==> src/rtl/pc_sequencer_pkg.sv <==
// Shared definitions for the program-counter sequencer: state encodings and
// default reset/increment constants.
package pc_sequencer_pkg;

  typedef enum logic [1:0] {
    ST_RUN    = 2'd0,
    ST_VREP   = 2'd1,
    ST_HALTED = 2'd2
  } pcs_state_t;

  localparam logic [15:0] DEF_RESET_PC = 16'h0000;
  localparam logic [15:0] DEF_INC      = 16'd2;

endpackage

==> src/rtl/pc_sequencer_pcadder.sv <==
// Shared 16-bit PC adder, C = A + B, wrapping modulo 2^16 with no carry out.
module pcadder (
  input  logic [15:0] i_a,
  input  logic [15:0] i_b,
  output logic [15:0] o_c
);

  assign o_c = i_a + i_b;

endmodule

==> src/rtl/pc_sequencer.sv <==
// Program counter owner: sequences increment/branch/jump, vector-repeat hold
// and halt, driving the shared pcadder for all relative updates.
//
// state   | meaning
// RUN     | normal fetch; pc advances by INC, branch offset or jump target
// VREP    | pc held while vidx walks 0..vlen_q-1 over vector elements
// HALTED  | everything frozen until RST
module pc_sequencer
  import pc_sequencer_pkg::*;
#(
  parameter logic [15:0] RESET_PC = DEF_RESET_PC,
  parameter logic [15:0] INC      = DEF_INC,
  parameter int          VLEN_W   = 8
) (
  input  logic              CLK,
  input  logic              RST,
  input  logic              stall,
  input  logic              halt,
  input  logic              jump,
  input  logic [15:0]       jump_addr,
  input  logic              br_taken,
  input  logic [15:0]       br_offset,
  input  logic              vstart,
  input  logic [VLEN_W-1:0] vlen,
  output logic [15:0]       pc,
  output logic [15:0]       pc_next,
  output logic              vbusy,
  output logic [VLEN_W-1:0] vidx,
  output logic              halted
);

  pcs_state_t        r_state;
  logic [15:0]       r_pc;
  logic [VLEN_W-1:0] r_vidx;
  logic [VLEN_W-1:0] r_vlen_q;

  pcs_state_t        w_state_nxt;
  logic [15:0]       w_pc_nxt;
  logic [VLEN_W-1:0] w_vidx_nxt;
  logic [VLEN_W-1:0] w_vlen_nxt;
  logic [15:0]       w_add_b;
  logic [15:0]       w_sum;
  logic              w_last_elem;

  pcadder u_pcadder (
    .i_a (r_pc),
    .i_b (w_add_b),
    .o_c (w_sum)
  );

  assign w_last_elem = (r_vidx == (r_vlen_q - VLEN_W'(1)));

  // Only a branch accepted in RUN swaps the second operand away from INC.
  always_comb begin
    w_add_b = INC;
    if (r_state == ST_RUN && !halt && !stall && !jump && br_taken)
      w_add_b = br_offset;
  end

  always_comb begin
    w_state_nxt = r_state;
    w_pc_nxt    = r_pc;
    w_vidx_nxt  = r_vidx;
    w_vlen_nxt  = r_vlen_q;
    unique case (r_state)
      ST_RUN: begin
        if (halt) begin
          w_state_nxt = ST_HALTED;
        end else if (stall) begin
          w_state_nxt = ST_RUN;
        end else if (jump) begin
          w_pc_nxt = jump_addr;
        end else if (br_taken) begin
          w_pc_nxt = w_sum;
        end else if (vstart && vlen != '0) begin
          w_vlen_nxt  = vlen;
          w_vidx_nxt  = '0;
          w_state_nxt = ST_VREP;
        end else begin
          w_pc_nxt = w_sum;
        end
      end
      ST_VREP: begin
        if (halt) begin
          w_state_nxt = ST_HALTED;
          w_vidx_nxt  = '0;
        end else if (stall) begin
          w_state_nxt = ST_VREP;
        end else if (w_last_elem) begin
          w_pc_nxt    = w_sum;
          w_vidx_nxt  = '0;
          w_state_nxt = ST_RUN;
        end else begin
          w_vidx_nxt = r_vidx + VLEN_W'(1);
        end
      end
      default: begin
        w_state_nxt = r_state;
      end
    endcase
  end

  always_ff @(posedge CLK) begin
    if (RST) begin
      r_state  <= ST_RUN;
      r_pc     <= RESET_PC;
      r_vidx   <= '0;
      r_vlen_q <= '0;
    end else begin
      r_state  <= w_state_nxt;
      r_pc     <= w_pc_nxt;
      r_vidx   <= w_vidx_nxt;
      r_vlen_q <= w_vlen_nxt;
    end
  end

  // pc_next reflects reset too, so it always matches pc one edge later.
  assign pc_next = RST ? RESET_PC : w_pc_nxt;
  assign pc      = r_pc;
  assign vidx    = r_vidx;
  assign vbusy   = (r_state == ST_VREP);
  assign halted  = (r_state == ST_HALTED);

endmodule
==> config.mk <==
export PLATFORM = sky130hd
export DESIGN_NAME = pc_sequencer
export DESIGN_NICKNAME = d
export VERILOG_FILES = /design/src/rtl/pc_sequencer_pkg.sv /design/src/rtl/pc_sequencer_pcadder.sv /design/src/rtl/pc_sequencer.sv
export SDC_FILE = /design/constraint.sdc
export NUM_CORES = 1
export LEC_CHECK = 0
export ABC_AREA = 1
export BUFFER_PORTS_ARGS = -buffer_cell sky130_fd_sc_hd__buf_2
export CAP_MARGIN = 20
export CORE_MARGIN = 8
export CORE_UTILIZATION = 55
export DETAILED_ROUTE_END_ITERATION = 7
export GPL_ROUTABILITY_DRIVEN = 1
export PLACE_DENSITY = 0.78
export SLEW_MARGIN = 10
export SYNTH_ARGS = -nofsm -noshare
export SYNTH_HDL_FRONTEND = slang
export SYNTH_HIERARCHICAL = 1
export SYNTH_SLANG_ARGS = --single-unit
==> constraint.sdc <==
create_clock -name CLK -period 5.8 [get_ports CLK]
set_clock_uncertainty 0.15 [all_clocks]
set_input_delay 0.58 -clock CLK [delete_from_list [all_inputs] [get_ports CLK]]
set_output_delay 0.58 -clock CLK [all_outputs]
set_load 0.01 [all_outputs]
==> results of run 1 <==
## power groups by stage
stage	clock [mW]	combinational (mW)	sequential, mW
final	0.190	0.226	0.268
after global routing	0.204	0.251	0.271
after floorplan	0	0.144	0.275
after detailed placement	0	0.223	0.273
after CTS	0.201	0.225	0.268
after global placement	0	0.220	0.273
## worst max-delay path by stage
| stage | startpoint | endpoint | slack [ps] | cells after the start |
|---|---|---|---|---|
| after detailed placement | halt | pc_next[14] | 1180 | 21 |
| after CTS | halt | pc_next[14] | 1170 | 21 |
| after global routing | halt | pc_next[14] | 800 | 21 |
| after global placement | halt | pc_next[14] | 1320 | 21 |
| after floorplan | halt | pc_next[14] | 1950 | 19 |
| final | halt | pc_next[14] | 1130 | 21 |
## logic make-up (layout without fill, tap and decap cells)
| logic type | count (synthesis) | after routing | synth area share |
|---|---|---|---|
| adders and majority gates | 18 | 18 | 0.0662 |
| buffers and inverters | 118 | 202 | 0.136 |
| AOI/OAI and AO/OA | 60 | 60 | 0.113 |
| and+or+nand+nor | 341 | 341 | 0.447 |
| xor gates and xnor gates | 18 | 18 | 0.0448 |
| DFF | 34 | 34 | 0.194 |
## through the flow
step / total power, mW / instances
after global routing: 0.726 / 750
after floorplan: 0.419 / 589
after detailed placement: 0.497 / 742
after CTS: 0.694 / 750
final: 0.684 / 750
after global placement: 0.493 / 742
## state kept, by name (all words and copies together) (netlist names)
name and flops:
pc 16, r_state 2, r_vlen_q 8, vidx 8
## critical path, cell delays in order
cell and delay (ps):
buf_2 130, nor2_4 250, inv_1 180, nor3_4 150
nand2_1 340, or2_2 450, fa_1 440, nand2_1 130
nand2_1 60, nand3b_1 90, nand2_2 70, nand2_1 80
nand3_1 80, nand2_1 90, nand2_1 60, o21ai_0 120
nand2_1 90, nand3_1 80, a21oi_1 60, a21oi_1 230
buf_2 180
## metal layers
layer / vias to the layer above / wire (um) / share of wire
met5: - / 0 / 0
met4: 0 / 133 / 0.013
met3: 15 / 608 / 0.057
met2: 137 / 5440 / 0.51
met1: 1811 / 4430 / 0.42
li1: 2029 / - / -
## placed cells by master, fill, tap and decap left out, drive strengths merged, types with 7 or more instances in the layout
cell type | Yosys | routed
buf | 8 | 89
a21oi | 29 | 29
xor2 | 12 | 12
o221a | 14 | 14
nor2 | 54 | 54
ha | 17 | 17
dfxtp | 34 | 34
nand2 | 197 | 197
inv | 103 | 103
nand3 | 73 | 73
clkbuf | 5 | 7
o21ai | 16 | 16
nor3 | 9 | 9
## layout make-up
class / instances / area [um^2]
multi-input cells: 437 / 2360
fillers: 613 / 2210
flip-flops and latches: 34 / 681
repair buffers: 89 / 448
inverters: 105 / 397
well taps: 77 / 96.3
clock buffers: 7 / 86.3
clock inverters: 1 / 5.00
==> impl_metrics.tcl, run 1 <==
set metrics [dict create \
    outcome "finished clean" \
    firstDrtPassIters 7 \
    holdCritStartpoint "r_vlen_q[7]" \
    drc_errors 0 \
    place_congestion 0.907 \
    syn_nets 654 \
    cts_resized 0 \
    hold_viol 0 \
    dieArea_um2 9210 \
    setup-tns-final_ps 0 \
    cellLeakagePower_nw 2.25 \
    clockBufferDepth 2 \
    clk_pin_slew_ps 70 \
    globalRouteMet2Util 0.422 \
    grt_usage 0.229 \
    synth_flop_cell "dfxtp_1" \
    clock_sinks 34 \
    synth_top_area_frac 0.194 \
    viasPerCell 5.32 \
    max_cap_viol_count 0 \
    wl_per_cell_um 14.2 \
    pwr-share-comb 0.330 \
    end_kind "output pin" \
    antenna_found_initial 0 \
    p_switching_uw 251 \
    detailed_place_hpwl_um 8200 \
    cts-buffers-inserted 5 \
    power.share.clock 0.278 \
    antenna_left 0 \
    layout_worst_path_cycle_share 0.805 \
    ys_types 35 \
    p_per_area_nw_per_um2 168 \
    yosysTopAreaCell "dfxtp_1" \
    setup_viol 0 \
    synth_enable_flop_cells 0 \
    hold_slack_ps 338 \
    stdcell_area_um2 4070 \
    grt_util_met1 0.274 \
    synthToLayoutAreaGrowth_pct 15.8 \
    yosysWarnings 6 \
    grt_pass1_vias 3868 \
    num_antenna_cells 0 \
    die_w_um 96.0 \
    hold_buffers 0 \
    gr-total-overflow 0 \
    postSynthAreaPerCell_um2 5.97 \
    drt_iter0_markers 255 \
    core_um2 6280 \
    startpoint_type "input pin" \
    syn_area_um2 3520 \
    hold_depth 2 \
    p_seq_frac 0.392 \
    ios 89 \
    max_slew_margin 0.453 \
    synth-async-reset-ratio 0 \
    hold_path_end "r_vlen_q[7]" \
    r2r_cells 19 \
    dr_total_vias 3992 \
    grt_use_met3 0.0257 \
    r2r_slack_ps 2130 \
    p_int_uw 432 \
    cp_max_fo 16 \
    start_util 0.560 \
    hold_path_class "flop to flop" \
    nNetsFinal 737 \
    timing.final.ws_setup_ps 1130 \
    syn_inst 589 \
    min_period_ps 4670 \
    grt_busiest_layer "met2" \
    postCtsSetupBuffers 0 \
    synth-seq-cells 34 \
    portBuffers 88 \
    grt_first_pass_wirelength_um 17200 \
    grt_max_degree 27 \
    htreeDepth 2 \
    reg2reg_from "r_state[1]" \
    final_util 0.648 \
    dpl_worst_slack_ps 1180 \
    crit_type "input pin to output pin" \
    ir_drop_v 0.0000933 \
    clock_latency_ps 290 \
    synth_common_cells "nand2_1 (174), inv_1 (92), nand3_1 (65)" \
    synth.area.top_cells "dfxtp_1 (19%), nand2_1 (19%), inv_1 (9.8%), nand3_1 (9.3%), ha_1 (6.0%)" \
    drive_gt1_frac 0.245 \
    synth_seq_area_share 0.194 \
    cts_tree "done" \
    synth_most_common_cell "nand2_1" \
    dieHeight_um 96.0 \
    crit_arrival_ps 3940 \
    tightest_slew_ps 815 \
    switching_share 0.368 \
    routed_wl_um 10600 \
    place_area_um2 3980 \
    rsz0062_at_grt "false" \
    rows 29 \
    slew_viol_final 0 \
    root_buffer "clkbuf_8" \
    max_freq_mhz 214 \
    crit_required_ps 5070 \
    r2r_end "pc[14]" \
]
(Power assumes the default switching activity.)
==> inputs of run 2 (changes only) <==
ABC_AREA = 0   (was 1)
CORE_UTILIZATION = 47   (was 55)
PLACE_DENSITY = 0.73   (was 0.78)
clock period = 4.2 ns   (was 5.8 ns; I/O delays follow)
==> impl_metrics.tcl, run 2 <==
set metrics [dict create \
    syn_nets 450 \
    stdcell_count 542 \
    min_period_ps 3970 \
    synth-seq-cells 34 \
    grt_max_degree 36 \
    viasPerCell 5.94 \
    root_buffer "clkbuf_8" \
    dr_total_vias 3217 \
    crit_required_ps 3630 \
    max_slew_margin 0.374 \
    hold_viol 0 \
    p_per_area_nw_per_um2 219 \
    grt_pass1_vias 3165 \
    firstDrtPassIters 4 \
    dieHeight_um 95.3 \
    slew_viol_final 0 \
    p_switching_uw 248 \
    core_um2 6200 \
    p_int_uw 532 \
    htreeDepth 2 \
    crit_arrival_ps 3400 \
    hold_buffers 0 \
    clock_latency_ps 290 \
    clock_sinks 34 \
    synth_seq_area_share 0.230 \
    detailed_place_hpwl_um 6770 \
    cpLargestDelayFamily "compound AO/OA/AOI/OAI gates" \
    wl_per_cell_um 16.5 \
    synth-async-reset-ratio 0 \
    end_kind "output pin" \
    place_congestion 0.872 \
    clockBufferDepth 2 \
    tightest_slew_ps 938 \
    cts-buffers-inserted 5 \
    power.share.clock 0.301 \
    die_w_um 95.3 \
    ys_types 63 \
    postSynthAreaPerCell_um2 7.69 \
    setup-tns-final_ps 0 \
    critical_path.slowest_cell "fa_1" \
    portBuffers 88 \
    antenna_found_initial 0 \
    layout_worst_path_cycle_share 0.946 \
    dieArea_um2 9090 \
    synth_most_common_cell "nor2_1" \
    gr-total-overflow 0 \
    drt_iter0_markers 176 \
    synthToLayoutAreaGrowth_pct 20.4 \
    synth.area.top_cells "dfxtp_1 (23%), ha_1 (7.2%), nor2_1 (5.5%), a21oi_1 (5.2%), nand2_1 (5.1%)" \
    synth_enable_flop_cells 0 \
    drc_errors 0 \
    max_freq_mhz 252 \
    switching_share 0.318 \
    cts_tree "done" \
    drive_gt1_frac 0.299 \
    syn_area_um2 2960 \
    grt_first_pass_wirelength_um 14500 \
    num_antenna_cells 0 \
    start_util 0.477 \
    clk_pin_slew_ps 70 \
    max_cap_viol_count 0 \
    pwr-share-comb 0.252 \
    cp_cell_sequence "nor2_2 > and3b_2 > and3_1 > ha_1 > fa_1 > a21o_1 > a31oi_4 > o21ba_2 > o21ai_1 > xor2_1 > nor2_1 > nor3_1 > o221a_2 > buf_2" \
    cp_max_fo 6 \
    antenna_left 0 \
    dp_cells 532 \
    final_util 0.574 \
    crit_type "flop to output pin" \
    ios 89 \
    synth_common_cells "nor2_1 (43), nand2_1 (40), dfxtp_1 (34)" \
    p_total_uw 780 \
    place_area_um2 3430 \
    startpoint_type "flop" \
    layout_commonest_cell "buf_2" \
    cellLeakagePower_nw 1.64 \
    layout_common_cells "buf_2 (88), nor2_1 (42), nand2_1 (40)" \
    setup_viol 0 \
    stdcell_area_um2 3560 \
    hold_path_class "input pin to flop" \
    nNetsFinal 530 \
    outcome "finished clean" \
    yosysTopAreaCell "dfxtp_1" \
    synth_top_area_frac 0.230 \
    ir_drop_v 0.000117 \
    syn_inst 385 \
    grt_usage 0.197 \
    max_stage_delay_ps 410 \
    rows 29 \
    yosysWarnings 6 \
    routed_wl_um 8950 \
    largest_reg_flops 16 \
    p_seq_frac 0.447 \
    synth_flop_cell "dfxtp_1" \
    path_buf_inv 1 \
]
==> run 2: cell types whose count changed in the layout (fill, tap and decap cells not counted), sizes merged, moves of 6 or more <==
cell   previous run  this run
and3              0        15
nor2             54        43
buf              89        96
a31oi             0         6
nand3            73        15
inv             103         6
xnor2             6        15
nor3              9        25
nand2           197        40
nor2b             0         8
==> run 2: cells by family after synthesis <==
logic type / after synthesis / share of synthesized area
compound gates: 99 / 0.253
xor+xnor: 22 / 0.0651
flops: 34 / 0.230
simple gates: 180 / 0.323
mux: 2 / 0.00677
buf+inv: 30 / 0.0436
fa+ha+maj: 18 / 0.0786
==> run 2: layout make-up <==
cell class	count	area, um^2
fillers	594	2640
multi-input cells	322	2180
flip-flops and latches	34	681
repair buffers	96	500
well taps	77	96.3
clock buffers	5	68.8
inverters	6	22.5
clock inverters	2	10.0
==> run 2: worst paths after layout <==
kind | start | to | slack [ps] | cells past startpoint
max | r_state[1] | pc_next[12] | 230 | 14
min | vlen[3] | r_vlen_q[3] | 220 | 3
max reg2reg | r_state[1] | pc[12] | 1010 | 13
min reg2reg | r_vlen_q[7] | r_vlen_q[7] | 320 | 2
==> run 2: power groups by stage <==
| stage | Clock (mW) | Sequential, mW | Combinational [mW] |
|---|---|---|---|
| 4_1_cts | 0.244 | 0.348 | 0.192 |
| 5_1_grt | 0.258 | 0.351 | 0.217 |
| 2_1_floorplan | 0 | 0.358 | 0.116 |
| 6_report | 0.235 | 0.349 | 0.197 |
| 3_3_place_gp | 0 | 0.356 | 0.188 |
| 3_5_place_dp | 0 | 0.356 | 0.191 |
==> run 2: layer usage <==
layer | up-vias | GRT usage | share of wire
met5 | - | 0 | 0
met2 | 115 | 0.346 | 0.49
met1 | 1496 | 0.222 | 0.42
met4 | 0 | 0.0689 | 0.019
li1 | 1583 | - | -
met3 | 23 | 0.0551 | 0.075
==> run 2: what timing repair did <==
action | CTS | global route
endpoints found under the setup margin | 0 | 7
buffers inserted | 0 | 2
resized for setup | 0 | 5
==> run 2: worst reg2reg max path: stages (launching register included) <==
cell	delay (ps)
dfxtp_1	370
nor2_2	80
and3b_2	280
and3_1	210
ha_1	220
fa_1	410
a21o_1	240
a31oi_4	220
o21ba_2	210
o21ai_1	90
xor2_1	200
nor2_1	70
nor3_1	180
o221a_2	210
==> run 2: through the flow <==
stage | setup slack [ps] | hold WS (ps)
after floorplan | 619 | 298
after global placement | 260 | 306
after detailed placement | 180 | 313
after CTS | 90.3 | 225
after global routing | -17.3 | 226
final | 228 | 225
